==> config.mk <==
export PLATFORM = sky130hd
export DESIGN_NAME = mem_port_arbiter
export DESIGN_NICKNAME = d
export VERILOG_FILES = /design/src/rtl/mem_port_arbiter.sv
export SDC_FILE = /design/constraint.sdc
export NUM_CORES = 1
export LEC_CHECK = 0
export CORE_AREA = 2 2 179 181
export CTS_CLUSTER_DIAMETER = 80
export CTS_CLUSTER_SIZE = 16
export DETAILED_ROUTE_END_ITERATION = 8
export DIE_AREA = 0 0 181 183
export SLEW_MARGIN = 40
export SYNTH_ARGS = -nofsm -noshare
export SYNTH_HDL_FRONTEND = slang
export SYNTH_SLANG_ARGS = --single-unit
==> constraint.sdc <==
create_clock -name clk -period 2.3 [get_ports clk]
set_clock_uncertainty 0.2 [all_clocks]
set_input_delay 0.46 -clock clk [delete_from_list [all_inputs] [get_ports clk]]
set_output_delay 0.46 -clock clk [all_outputs]
set_load 0.05 [all_outputs]
==> src/rtl/mem_port_arbiter.sv <==
// mem_port_arbiter: shares one unified memory port between the instruction-fetch
// port and the data port. One transaction at a time, data preferred over fetch,
// with a starvation counter so a waiting fetch is eventually served. Fetches
// redirected mid-flight run to completion on the memory side but are discarded.
// A watchdog abandons any transaction the memory never acknowledges.
//
// Handshake summary (all ports):
//   i_req/i_addr are held by the core until it sees i_hit or raises i_abort;
//   d_rd/d_we/d_addr/d_wdata are held until d_ready. The core may present its
//   next request in the same cycle a done pulse is high, and that request is
//   eligible for a grant in that cycle. On the memory side m_req is a level:
//   m_addr/m_we/m_wdata are stable while m_req=1, and the transaction completes
//   in the cycle m_ack=1 with m_req=1. m_ack while m_req=0 is ignored.
module mem_port_arbiter #(
  parameter int N          = 64,
  parameter int IW         = 32,
  parameter int STARVE_MAX = 4,
  parameter int TIMEOUT    = 255
) (
  input  logic          clk,
  input  logic          reset,
  input  logic          i_req,
  input  logic [IW-1:0] i_addr,
  input  logic          i_abort,
  output logic [IW-1:0] i_data,
  output logic          i_hit,
  input  logic          d_rd,
  input  logic [1:0]    d_we,
  input  logic [N-1:0]  d_addr,
  input  logic [N-1:0]  d_wdata,
  output logic [N-1:0]  d_rdata,
  output logic          d_ready,
  output logic          stall,
  output logic          m_req,
  output logic [1:0]    m_we,
  output logic [N-1:0]  m_addr,
  output logic [N-1:0]  m_wdata,
  input  logic [N-1:0]  m_rdata,
  input  logic          m_ack,
  output logic          err
);

  localparam int SW = $clog2(STARVE_MAX + 1);
  localparam int WW = $clog2(TIMEOUT + 1);

  typedef enum logic [1:0] {
    IDLE   = 2'd0,
    IFETCH = 2'd1,
    DACC   = 2'd2,
    IDROP  = 2'd3
  } state_t;

  // Current FSM state; kept as a named enum so checkers can bind to it.
  state_t        state;
  logic [SW-1:0] starve_cnt;
  logic [WW-1:0] wd_cnt;

  logic       data_req;
  logic [1:0] we_eff;
  logic       starved;
  logic       data_grant;
  logic       fetch_grant;
  logic       wd_expired;

  // Request decode and IDLE arbitration; a write beats a simultaneous read.
  always_comb begin
    data_req    = d_rd | (d_we != 2'b00);
    we_eff      = (d_we == 2'b11) ? 2'b10 : d_we;
    starved     = (starve_cnt == SW'(STARVE_MAX));
    data_grant  = data_req & ~starved;
    fetch_grant = ~data_grant & i_req & ~i_abort;
    wd_expired  = (wd_cnt == WW'(TIMEOUT - 1));
  end

  assign stall = data_req & ~d_ready;

  // Arbitration FSM with registered memory-side and core-side outputs.
  always_ff @(posedge clk) begin
    if (!reset) begin
      state      <= IDLE;
      starve_cnt <= '0;
      wd_cnt     <= '0;
      m_req      <= 1'b0;
      m_we       <= 2'b00;
      m_addr     <= '0;
      m_wdata    <= '0;
      i_hit      <= 1'b0;
      i_data     <= '0;
      d_ready    <= 1'b0;
      d_rdata    <= '0;
      err        <= 1'b0;
    end else begin
      i_hit   <= 1'b0;
      d_ready <= 1'b0;
      if (!i_req) starve_cnt <= '0;
      case (state)
        IDLE: begin
          if (data_grant) begin
            state   <= DACC;
            m_req   <= 1'b1;
            m_addr  <= d_addr;
            m_we    <= we_eff;
            m_wdata <= d_wdata;
            wd_cnt  <= '0;
            // data_grant already guarantees the count is below its ceiling
            if (i_req) starve_cnt <= starve_cnt + 1'b1;
          end else if (fetch_grant) begin
            state      <= IFETCH;
            m_req      <= 1'b1;
            m_addr     <= {{(N - IW){1'b0}}, i_addr};
            m_we       <= 2'b00;
            m_wdata    <= '0;
            wd_cnt     <= '0;
            starve_cnt <= '0;
          end
        end
        default: begin
          if (m_ack) begin
            m_req <= 1'b0;
            state <= IDLE;
            if (state == IFETCH && !i_abort) begin
              i_hit  <= 1'b1;
              i_data <= m_rdata[IW-1:0];
            end
            if (state == DACC) begin
              d_ready <= 1'b1;
              d_rdata <= (m_we == 2'b00) ? m_rdata : '0;
            end
          end else if (wd_expired) begin
            m_req <= 1'b0;
            state <= IDLE;
            err   <= 1'b1;
            if (state == IFETCH && !i_abort) begin
              i_hit  <= 1'b1;
              i_data <= '0;
            end
            if (state == DACC) begin
              d_ready <= 1'b1;
              d_rdata <= '0;
            end
          end else begin
            wd_cnt <= wd_cnt + 1'b1;
            if (state == IFETCH && i_abort) state <= IDROP;
          end
        end
      endcase
    end
  end

endmodule

# After elaboration in Yosys (flattened, before gate mapping)
# Cells that the tools add are included.
dict set report totals {
  input_bits 232
  elab_cells 95
  reg_bits 243
}
dict set report op_classes {
  n_addsub 2
  n_reduce_logical 18
  n_mux 43
  bitwise_logic 12
  n_eq_ne 8
}
# operator count
set ops {}
lappend ops {{two-way mux 64 bit} 9}
lappend ops {{two-way mux 32 bit} 4}
lappend ops {{two-way mux 8 bit} 5}
lappend ops {{two-way mux 2 bit} 9}
lappend ops {{two-way mux 3 bit} 5}
lappend ops {{AND reduction 3 bit} 4}
lappend ops {{two-way mux 1 bit} 11}
lappend ops {{adder 8 x 1 -> 8 bit (second input constant)} 1}
lappend ops {{equality test 8 bit (second input constant)} 1}
lappend ops {{inverter 1 bit} 7}
lappend ops {{AND reduction 2 bit} 3}
lappend ops {{nonzero test 2 bit} 3}
lappend ops {{bitwise AND 1 bit} 4}
lappend ops {{equality test 2 bit (second input constant)} 2}
lappend ops {{zero test 2 bit} 2}
lappend ops {{!= test 2 x 1 -> 1 bit (second input constant)} 2}
lappend ops {{nonzero test 4 bit} 1}
lappend ops {{adder 3 x 1 -> 3 bit (second input constant)} 1}
lappend ops {{equality test 3 bit (second input constant)} 1}
lappend ops {{!= test 3 bit (second input constant)} 1}
lappend ops {{nonzero test 3 bit} 1}
lappend ops {{equality test 2 x 1 -> 1 bit (second input constant)} 1}
lappend ops {{logical AND 1 bit} 2}
lappend ops {{OR reduction 2 bit} 1}
lappend ops {{other kinds (2)} 2}

# Longest topological paths before layout
dict set report logic_depth {
  ltp_word 9
  ltp_mapped 8
  ltp_nobuf 6
}

# Least setup slack after synthesis
# OpenSTA, ideal clock, no wires.
dict set report synth_timing {
  path_type {flip-flop to flip-flop}
  start {register wd_cnt[0]}
  end {register wd_cnt[3]}
  t_required_ns 1.958
  setup_ns 0.142
  t_arrival_ns 1.596
  period_less_slack_ns 1.939
  stages_incl_launch_ff 7
  path_slack_ns 0.361
  cell_sequence {dfxtp_1 -> inv_1 -> ha_1 -> and3_2 -> a21o_1 -> a22oi_1 -> o221ai_1}
}
dict set report synth_between {
  elab_chain_cells 4
}
# item line_no
set synth_lines {}
lappend synth_lines {{start: declaration} 56} ;# logic [WW-1:0] wd_cnt;
lappend synth_lines {{start signal: assignment} 142} ;# wd_cnt <= wd_cnt + 1'b1;
lappend synth_lines {{adder 8 x 1 -> 8 bit} 142}
lappend synth_lines {{two-way mux 8 bit} 129} ;# end else if (wd_expired) begin
lappend synth_lines {{two-way mux 8 bit} 118} ;# if (m_ack) begin
lappend synth_lines {{two-way mux 8 bit} 96} ;# case (state)
# Parallel ways exist; a longest one is shown, timed or not. The select of a mux whose other input is x is not followed.
# A chain may end at the register's enable or synchronous reset.

# Final worst setup path
dict set report layout_timing {
  start {input port d_we[0]}
  end {output port stall}
}
dict set report layout_between {
  elab_chain_cells 3
}
# item line_no
set layout_lines {}
lappend layout_lines {{start: declaration} 28} ;# input logic [1:0] d_we,
lappend layout_lines {{nonzero test 2 bit} 67} ;# data_req = d_rd | (d_we != 2'b00);
lappend layout_lines {{OR 1 bit} 67}
lappend layout_lines {{bitwise AND 1 bit} 75} ;# assign stall = data_req & ~d_ready;
lappend layout_lines {{end: declaration} 33} ;# output logic stall,
# No other way between the ends.

==> flow_metrics.py <==
metrics = {
    "logic_synthesis": {
        "yosysMostFrequentCell": "dfxtp_1",
        "yosysWarningCount": 0,
        "syn_nets": 1173,
        "synth_top_area_cell": "dfxtp_1",
        "ys_ff_latch": 243,
        "synthCells": 937,
        "netlist.area_leader.share_pct": 53.1,
        "async_reset_ff_share_pct": 0,
        "netlist_top_cells_area": "dfxtp_1 (53%), mux2i_1 (11%), a22oi_1 (8.2%)",
        "yosys-top-cells-count": "dfxtp_1 (243), nor2_1 (110), nand2_1 (107), a22oi_1 (100), mux2i_1 (98)",
        "seq_area_frac_synth_pct": 53.1,
        "ys_types": 43,
        "synth_edf_count": 0,
        "synth_area_sq_um": 9160,
        "ys.flop_type": "dfxtp_1",
        "avgSynthCellArea_sq_um": 9.78,
    },
    "global_route": {
        "grt_antenna_before_repair": 0,
        "grt_overflow": 0,
        "grt_start_max_net_pins": 103,
        "grt_pass1_wl_um": 50000,
        "grt_usage_pct": 18.8,
        "grt_pass1_vias": 8743,
    },
    "place": {
        "place_ws_ps": -291,
        "dp_hpwl_um": 23300,
        "port_buffers": 462,
        "place_congestion": 0.766,
    },
    "worst_setup_path": {
        "crit_fanout": 2,
        "end_kind": "primary output",
        "required_ps": 1640,
        "slowest_stage": "clkdlybuf4s50_1",
        "startpoint_type": "input pin",
        "path_cells": "clkdlybuf4s50_1, buf_4, nor3_2, buf_4, nor2_1, buf_6",
        "ff2ff_setup_slack_ps": 180,
        "cp_top_family": "buffers and inverters",
        "crit_arrival_ps": 1550,
        "r2r_cells": 8,
        "max_stage_delay_ps": 490,
        "path_buf_inv": 4,
        "crit_type": "in2out",
        "cp_common_cell": "buf_4",
        "cp.depth": 6,
    },
    "clock_network": {
        "clk_pin_slew_ps": 50,
        "cts_buffers": 21,
        "htreeDepth": 1,
        "cts_tree": "built",
        "cts_root_buf": "clkbuf_16",
        "insertion_delay_ps": 520,
        "clock_sinks": 243,
        "clock_path_buffers": 3,
    },
    "sta": {
        "max_freq_ghz": 0.453,
        "finalCritPeriodShare_pct": 96.1,
        "worstMarginPinSlew_ps": 553,
        "drv_slew": 0,
        "fin_ws_ps": 90.4,
        "relSlewSlack_pct": 63.3,
        "finalSetupTns_ps": 0,
        "rsz0062_at_grt": "false",
        "hold_viol": 0,
        "post-route-min-period_ps": 2210,
        "finalSetupViolCount": 0,
    },
    "detailed_routing": {
        "postRouteAntennaNets": 0,
        "drt_iter0_markers": 402,
        "vias_per_cell": 4.83,
        "drc": 0,
        "wl_per_cell_um": 18.3,
        "wl_um": 32800,
        "routed-via-count": 8682,
        "first_pass_iters": 5,
    },
    "finish": {
        "fillCellCount": 2997,
        "fin_nets": 1622,
        "diodes": 0,
        "layout-drive-gt1-share_pct": 8.25,
        "area_growth_pct": 61.6,
    },
    "pwr": {
        "p_total_uw": 10600,
        "power_density_nw_per_um2": 719,
        "ir_drop_mv": 0.445,
        "p_leak_uw": 0.00639,
    },
    "floorplan": {
        "die_w_um": 181,
        "start_util_pct": 29.3,
        "pin_count": 463,
        "core_area_sq_um": 31200,
        "row_count": 65,
        "dieArea_sq_um": 33100,
        "die_y_um": 183,
    },
    "worst_hold_path": {
        "worstHoldPathCells": 3,
        "hp-class": "in2reg",
    },
    "status": {
        "status": "finished, final reports clean",
    },
    "job": {
        "drv_cap": 0,
    },
}
==> through the flow <==
stage	area (sq um)	utilization [%]	hold slack [ps]	instances
2_1_floorplan	9160	-	250	937
3_3_place_gp	14400	46.1	242	1764
3_5_place_dp	14400	46.1	246	1764
4_1_cts	14800	47.4	78.6	1796
5_1_grt	14800	47.4	105	1796
6_report	14800	47.4	99.6	1796
==> per-layer routing <==
layer	GRT usage, %	wire (um)	vias to the layer above
met4	4.46	640	0
met5	0	0	-
met3	5.66	2750	40
met2	34.0	16100	339
li1	-	-	4222
met1	21.9	13400	4081
==> area by class of cell <==
cell class	count	area (sq um)	area share, %
timing repair buffer	511	4940	33.3
tap	402	503	3.40
clock inverter	9	119	0.802
clock buffer	22	529	3.57
sequential	243	4860	32.8
inverter	5	20.0	0.135
multi-input combinational	604	3840	25.9
==> worst min-delay path, stage by stage <==
cell,delay [ps]
buf_4,140
clkinv_2,100
a211oi_1,50
==> cell families after synthesis <==
logic type,share of synthesized area [%]
AOI/OAI and AO/OA,17.2
xor gates and xnor gates,0.0956
adders and majority gates,0.546
buffers and inverters,5.48
DFF,53.1
muxes,10.7
and+or+nand+nor,12.9
==> cells in the final DEF (no fill, tap or decap), types with 2 or more instances in the layout <==
cell type        instances
nand3_1                 36
buf_4                   49
and3_1                   2
nor3b_4                  2
inv_6                    2
nand2_1                107
bufinv_16                2
clkinvlp_4               2
a32o_1                  33
dlygate4sd2_1          210
buf_12                  21
ha_1                     4
and2_1                   3
mux2i_1                 98
a21oi_1                 39
nor2_1                 110
clkinv_2                 3
dfxtp_1                243
a21o_1                   3
a211oi_1                 2
nor3_1                   2
clkdlybuf4s50_1        228
or3_1                    3
o21ai_0                 36
a22oi_1                 99
clkbuf_16               21
o22ai_1                  4
inv_1                    4
==> what timing repair did <==
| action | 4_1_cts | 5_1_grt |
|---|---|---|
| setup buffers | 1 | 0 |
| gates resized for setup | 210 | 4 |
| hold buffers | 0 | 0 |
| endpoints found under the setup margin | 211 | 7 |
| hold endpoints to repair | 0 | 0 |
==> flip-flops by register name, indices dropped and copies added (netlist names) <==
name,cells
d_rdata,64
d_ready,1
err,1
i_data,32
i_hit,1
m_addr,64
m_req,1
m_wdata,64
m_we,2
starve_cnt,3
state,2
wd_cnt,8
==> where the power goes <==
| group | switching, uW | total, uW | leakage, uW | internal, uW |
|---|---|---|---|---|
| Sequential | 124 | 4560 | 0.00199 | 4440 |
| Combinational | 1550 | 2530 | 0.00409 | 979 |
| Clock | 1650 | 3550 | 0.000312 | 1900 |
==> path summary, 6_finish.rpt <==
path,endpoint,startpoint
worst min register to register,d_rdata[41],d_rdata[41]
worst max register to register,m_addr[22],starve_cnt[0]
worst min-delay path,wd_cnt[2],reset
worst max-delay path,stall,d_we[0]
(Power assumes the default switching activity.)
